$ cat src/rtl/key_expansion_seq.sv
// Iterative AES-128 key schedule: one round key per clock into a flat key bus.
// Optional zeroize input enabled by defining KEYEXP_ZEROIZE_EN.
module key_expansion_seq #(
  parameter int Nk = 4,
  parameter int Nr = 10
) (
  input  logic                    clk,
  input  logic                    reset,
`ifdef KEYEXP_ZEROIZE_EN
  input  logic                    zeroize,
`endif
  input  logic [32*Nk-1:0]        key,
  input  logic                    start,
  output logic                    busy,
  output logic                    done,
  output logic [(Nr+1)*128-1:0]   allKeys
);

  localparam int IW = $clog2(Nr + 1);

  localparam logic [2047:0] SBOX = {
    128'h637c777bf26b6fc53001672bfed7ab76,
    128'hca82c97dfa5947f0add4a2af9ca472c0,
    128'hb7fd9326363ff7cc34a5e5f171d83115,
    128'h04c723c31896059a071280e2eb27b275,
    128'h09832c1a1b6e5aa0523bd6b329e32f84,
    128'h53d100ed20fcb15b6acbbe394a4c58cf,
    128'hd0efaafb434d338545f9027f503c9fa8,
    128'h51a3408f929d38f5bcb6da2110fff3d2,
    128'hcd0c13ec5f974417c4a77e3d645d1973,
    128'h60814fdc222a908846eeb814de5e0bdb,
    128'he0323a0a4906245cc2d3ac629195e479,
    128'he7c8376d8dd54ea96c56f4ea657aae08,
    128'hba78252e1ca6b4c6e8dd741f4bbd8b8a,
    128'h703eb5664803f60e613557b986c11d9e,
    128'he1f8981169d98e949b1e87e9ce5528df,
    128'h8ca1890dbfe6426841992d0fb054bb16
  };

  typedef enum logic [1:0] {
    IDLE,
    EXPAND,
    DONE
  } state_e;

  state_e          state_q, state_d;
  logic [127:0]    work_q, work_d;
  logic [7:0]      rcon_q, rcon_d;
  logic [IW-1:0]   idx_q, idx_d;
  logic [127:0]    slot_q [Nr+1];
  logic [127:0]    slot_d [Nr+1];

  logic [31:0]     rot, sub, t;
  logic [31:0]     w0n, w1n, w2n, w3n;

  // Entry b sits at bit 8*(255-b)+7 of the packed table.
  function automatic logic [7:0] sbox(input logic [7:0] b);
    return SBOX[{~b, 3'b111} -: 8];
  endfunction

  always_comb begin
    rot = {work_q[23:0], work_q[31:24]};
    sub = {sbox(rot[31:24]), sbox(rot[23:16]),
           sbox(rot[15:8]), sbox(rot[7:0])};
    t   = sub ^ {rcon_q, 24'h0};
    w0n = work_q[127:96] ^ t;
    w1n = work_q[95:64] ^ w0n;
    w2n = work_q[63:32] ^ w1n;
    w3n = work_q[31:0] ^ w2n;
  end

  always_comb begin
    state_d = state_q;
    work_d  = work_q;
    rcon_d  = rcon_q;
    idx_d   = idx_q;
    slot_d  = slot_q;
    unique case (state_q)
      IDLE, DONE: begin
        if (start) begin
          slot_d[0] = key;
          for (int i = 1; i <= Nr; i++) slot_d[i] = '0;
          work_d  = key;
          rcon_d  = 8'h01;
          idx_d   = IW'(1);
          state_d = EXPAND;
        end
      end
      EXPAND: begin
        slot_d[idx_q] = {w0n, w1n, w2n, w3n};
        work_d = {w0n, w1n, w2n, w3n};
        rcon_d = {rcon_q[6:0], 1'b0} ^ (rcon_q[7] ? 8'h1b : 8'h00);
        idx_d  = idx_q + IW'(1);
        if (idx_q == IW'(Nr)) state_d = DONE;
      end
      default: state_d = IDLE;
    endcase
`ifdef KEYEXP_ZEROIZE_EN
    if (zeroize) begin
      for (int i = 0; i <= Nr; i++) slot_d[i] = '0;
      work_d  = '0;
      rcon_d  = '0;
      idx_d   = '0;
      state_d = IDLE;
    end
`endif
  end

  always_ff @(posedge clk or negedge reset) begin
    if (!reset) begin
      state_q <= IDLE;
      work_q  <= '0;
      rcon_q  <= 8'h01;
      idx_q   <= '0;
      for (int i = 0; i <= Nr; i++) slot_q[i] <= '0;
    end else begin
      state_q <= state_d;
      work_q  <= work_d;
      rcon_q  <= rcon_d;
      idx_q   <= idx_d;
      for (int i = 0; i <= Nr; i++) slot_q[i] <= slot_d[i];
    end
  end

  assign busy = (state_q == EXPAND);
  assign done = (state_q == DONE);

  always_comb begin
    allKeys = '0;
    for (int k = 0; k <= Nr; k++)
      allKeys[(Nr+1)*128-1-128*k -: 128] = slot_q[k];
  end

endmodule

$ cat config.mk
export PLATFORM = sky130hd
export DESIGN_NAME = key_expansion_seq
export DESIGN_NICKNAME = d
export VERILOG_FILES = /design/src/rtl/key_expansion_seq.sv
export SDC_FILE = /design/constraint.sdc
export NUM_CORES = 2
export LEC_CHECK = 0
export CORE_AREA = 5 5 606 608
export CTS_CLUSTER_SIZE = 20
export DETAILED_ROUTE_END_ITERATION = 6
export DIE_AREA = 0 0 611 613
export PLACE_DENSITY = 0.49
export SYNTH_ARGS = -nofsm -noshare
export SYNTH_HDL_FRONTEND = slang
export SYNTH_SLANG_ARGS = --single-unit
$ cat constraint.sdc
create_clock -name clk -period 5.95 [get_ports clk]
set_input_delay 0.8925 -clock clk [delete_from_list [all_inputs] [get_ports clk]]
set_output_delay 0.8925 -clock clk [all_outputs]
set_load 0.01 [all_outputs]
==> impl_summary.log <==
INFO  metric worst_r2r_endpoint = allKeys[156]
INFO  metric timing.setup.critical_path_class = flop to flop
INFO  metric cts-buffers-inserted = 189
INFO  metric route.detailed.wl_per_inst = 37.74 µm
INFO  metric yosys.area.top_type = dfrtp_1
INFO  metric largest_net_degree_at_the_start_of_global_routing = 146
INFO  metric io_pins = 1541
INFO  metric reported_max_cap_violation_count = 0
INFO  metric min-delay-path-class = flop to flop
INFO  metric worstSetupStartpointType = flop
INFO  metric design.final.nets = 8997
INFO  metric drt_first_pass_iters = 7
INFO  metric tritoncts_clock_tree = done
INFO  metric clock_edge_transition_at_the_registers_on_the_reported_setup_and_hold_paths = 0.06 ns
INFO  metric total_wire_length_after_detailed_routing = 520700 µm
INFO  metric violations_in_the_final_reports = design-rule violations
INFO  metric cts_htree_levels = 4
INFO  metric die_y = 613 µm
INFO  metric fmaxAchievable = 196.2 MHz
INFO  metric rsz_0062_raised_after_global_routing = no
INFO  metric post_cts_resize_count = 0
INFO  metric worst_clock_skew = 0.08055 ns
INFO  metric yosys.cell_types.count = 110
INFO  metric floorplan.die_area = 374500 µm²
INFO  metric setup-violations-final = 0
INFO  metric clk-insertion-delay-late = 0.92 ns
INFO  metric biggest_area_contributors_in_the_synthesized_netlist = dfrtp_1 (52%), a22o_1 (8.3%), o21ai_0 (5.4%)
INFO  metric synth-seq-cells = 1550
INFO  metric layout_worst_path_cycle_share = 85.66%
INFO  metric grt_util_all_layers = 26.56%
INFO  metric async_flop_share = 100.0%
INFO  metric critPathMaxStageDelay = 1.03 ns
INFO  metric slew_headroom = 23.73%
INFO  metric worst_ep_arrival_time = 5.85 ns
INFO  metric dr.first_iter.drc_count = 8579
INFO  metric fraction_of_layout_cells_with_a_size_suffix_above_1 = 11.53%
INFO  metric critical_path.top_delay_family = XOR/XNOR gates
INFO  metric die_w = 611 µm
INFO  metric placement_rows = 221
INFO  metric synthToLayoutAreaGrowth = 38.81%
INFO  metric avgViaCountPerCell = 5.329
INFO  metric r2r_slack = 0.85 ns
INFO  metric synth_warn = 0
INFO  metric gpl.final_weighted_congestion = 0.9500
INFO  metric cts.hold.buffers_added = 1
INFO  metric syn_avg_cell_area = 10.04 µm²
INFO  metric path_cells = buf_4 -> ha_1 -> nand2b_1 -> and3_1 -> a221oi_1 -> a31oi_1 -> o21ai_0 -> nor3_2 -> xnor2_1 -> xnor3_2 -> a22o_1
INFO  metric netlist_area_before_placement = 74930 µm²
INFO  metric remaining_drc_errors = 3
INFO  metric critical_path.slowest_cell = xnor3_2
INFO  metric worstSetupPathDepth = 11
INFO  metric clkSinkCount = 1550
INFO  metric startpoint = work_q[17]
INFO  metric cts-root-to-sink-buffers = 4
INFO  metric post-cts-setup-buffer-count = 0
INFO  metric first_global_vias = 71960
INFO  metric synth_ff_type = dfrtp_1
INFO  metric synth.cells.most_frequent = dfrtp_1 (1549), o21ai_0 (814), nand2_1 (737)
INFO  metric initial_core_util = 20.75%
INFO  metric yosysTopAreaCellShare = 51.73%
INFO  metric reg2reg_depth = 11
INFO  metric core_ar = 361100 µm²
INFO  metric worstPathMaxFanout = 27
INFO  metric timing.final.crit_period = 5.097 ns
INFO  metric synth.most_common_cell = dfrtp_1
INFO  metric overflow = 0
INFO  metric synth_fp_nets = 7658
INFO  metric place.detailed.hpwl = 377200 µm
INFO  metric cts_root_buffer = clkbuf_16
INFO  metric crit_path_end = allKeys[156]
INFO  metric io_buffers = 1540
INFO  metric timing.rr.start = work_q[17]
INFO  metric ys_seq_area_share = 51.76%
INFO  metric critPathBufInv = 1
INFO  metric timing_worst_slew_pin_value = 1.144 ns
INFO  metric drv_slew = 0
INFO  metric synth-edff-count = 0
INFO  metric report.final.hold_viol_count = 0
INFO  metric required_time_at_the_endpoint_of_the_critical_path = 6.70 ns
INFO  metric outcome = finished with violations
INFO  metric wire_length_of_the_first_global_routing_pass = 687900 µm
INFO  metric ant_nets = 0
INFO  metric timing.critical_path.to_type = flop
INFO  metric via_count = 73530
INFO  metric totalNegativeSetupSlack = 0 ns
INFO  metric antenna_violations_before_repair = 90
INFO  metric syn-instance-count = 7467
==> cell type report <==
class / instances / area [µm²]
Clock buffer: 270 / 5477
Inverter: 88 / 337.8
Tap cell: 4794 / 5998
Fill cell: 37840 / 257100
Clock inverter: 73 / 887.1
Multi-Input combinational cell: 5019 / 33240
Antenna cell: 45 / 112.6
Timing Repair Buffer: 1958 / 19150
Sequential cell: 1550 / 38810
==> worst min path at each step <==
stage,from,end,slack [ns],cells past startpoint
after CTS,allKeys[1346],allKeys[1346],0.48,2
final,allKeys[1346],allKeys[1346],0.48,2
after detailed placement,allKeys[1367],allKeys[1367],0.46,1
after floorplan,work_q[67],work_q[67],0.47,1
after global routing,allKeys[1346],allKeys[1346],0.49,2
after global placement,allKeys[866],allKeys[866],0.46,2
==> worst min-delay path: stages (launching register included) <==
cell,delay (ns)
dfrtp_1,0.34
nand2_1,0.05
nand3_1,0.05
==> flip-flops by register name (all words and copies together) (netlist names) <==
register	cells
rcon_q	8
allKeys	1408
work_q	128
idx_q	4
state_q	2
==> routing by layer <==
| metal | vias up | global-route usage (%) | part of all wire [%] |
|---|---|---|---|
| met4 | 22 | 14.89 | 6.5 |
| met3 | 810 | 6.937 | 8.9 |
| met2 | 4170 | 41.28 | 45 |
| met1 | 38510 | 33.46 | 40 |
| li1 | 30020 | - | - |
| met5 | - | 0 | 0.031 |
==> logic make-up (layout without fill, tap and decap cells) <==
logic type / after synthesis / after routing / share of synthesized area (%)
xor+xnor: 171 / 171 / 2.733
buf+inv: 898 / 2389 / 5.106
compound gates: 2633 / 2633 / 24.53
fa+ha+maj: 60 / 60 / 1.002
other cells: 0 / 45 / 0
mux: 104 / 104 / 2.010
simple gates: 2051 / 2051 / 12.86
flops: 1550 / 1550 / 51.76
==> through the flow <==
step / cell area [µm²] / cells / hold slack (ns) / util [%] / setup WS (ns)
after floorplan: 74930 / 7467 / 0.4679 / - / 1.826
after global placement: 97530 / 13410 / 0.4639 / 27.01 / 0.8037
after detailed placement: 97530 / 13410 / 0.4648 / 27.01 / 0.8381
after CTS: 103900 / 13750 / 0.4805 / 28.77 / 0.8319
after global routing: 103900 / 13760 / 0.4895 / 28.78 / 0.6545
final: 104000 / 13800 / 0.4762 / 28.80 / 0.8532
==> cell usage in the layout (no fill, tap or decap), drive strengths merged, types with 47 or more instances in the layout <==
| master | instances |
|---|---|
| inv | 91 |
| nor3 | 107 |
| clkinv | 48 |
| a22oi | 49 |
| clkbuf | 270 |
| clkdlybuf4s50 | 1539 |
| a21oi | 280 |
| nand3 | 370 |
| a22o | 710 |
| nor2b | 104 |
| a31oi | 99 |
| o211ai | 56 |
| nor2 | 359 |
| a211oi | 73 |
| dfrtp | 1549 |
| and2 | 53 |
| a21o | 47 |
| ha | 60 |
| nand2b | 114 |
| buf | 418 |
| xnor2 | 107 |
| nand2 | 737 |
| o21ai | 838 |
Power is left out: the tool's default activity adds up to more than one toggle a clock period on the data nets, which glitch-free logic cannot reach.
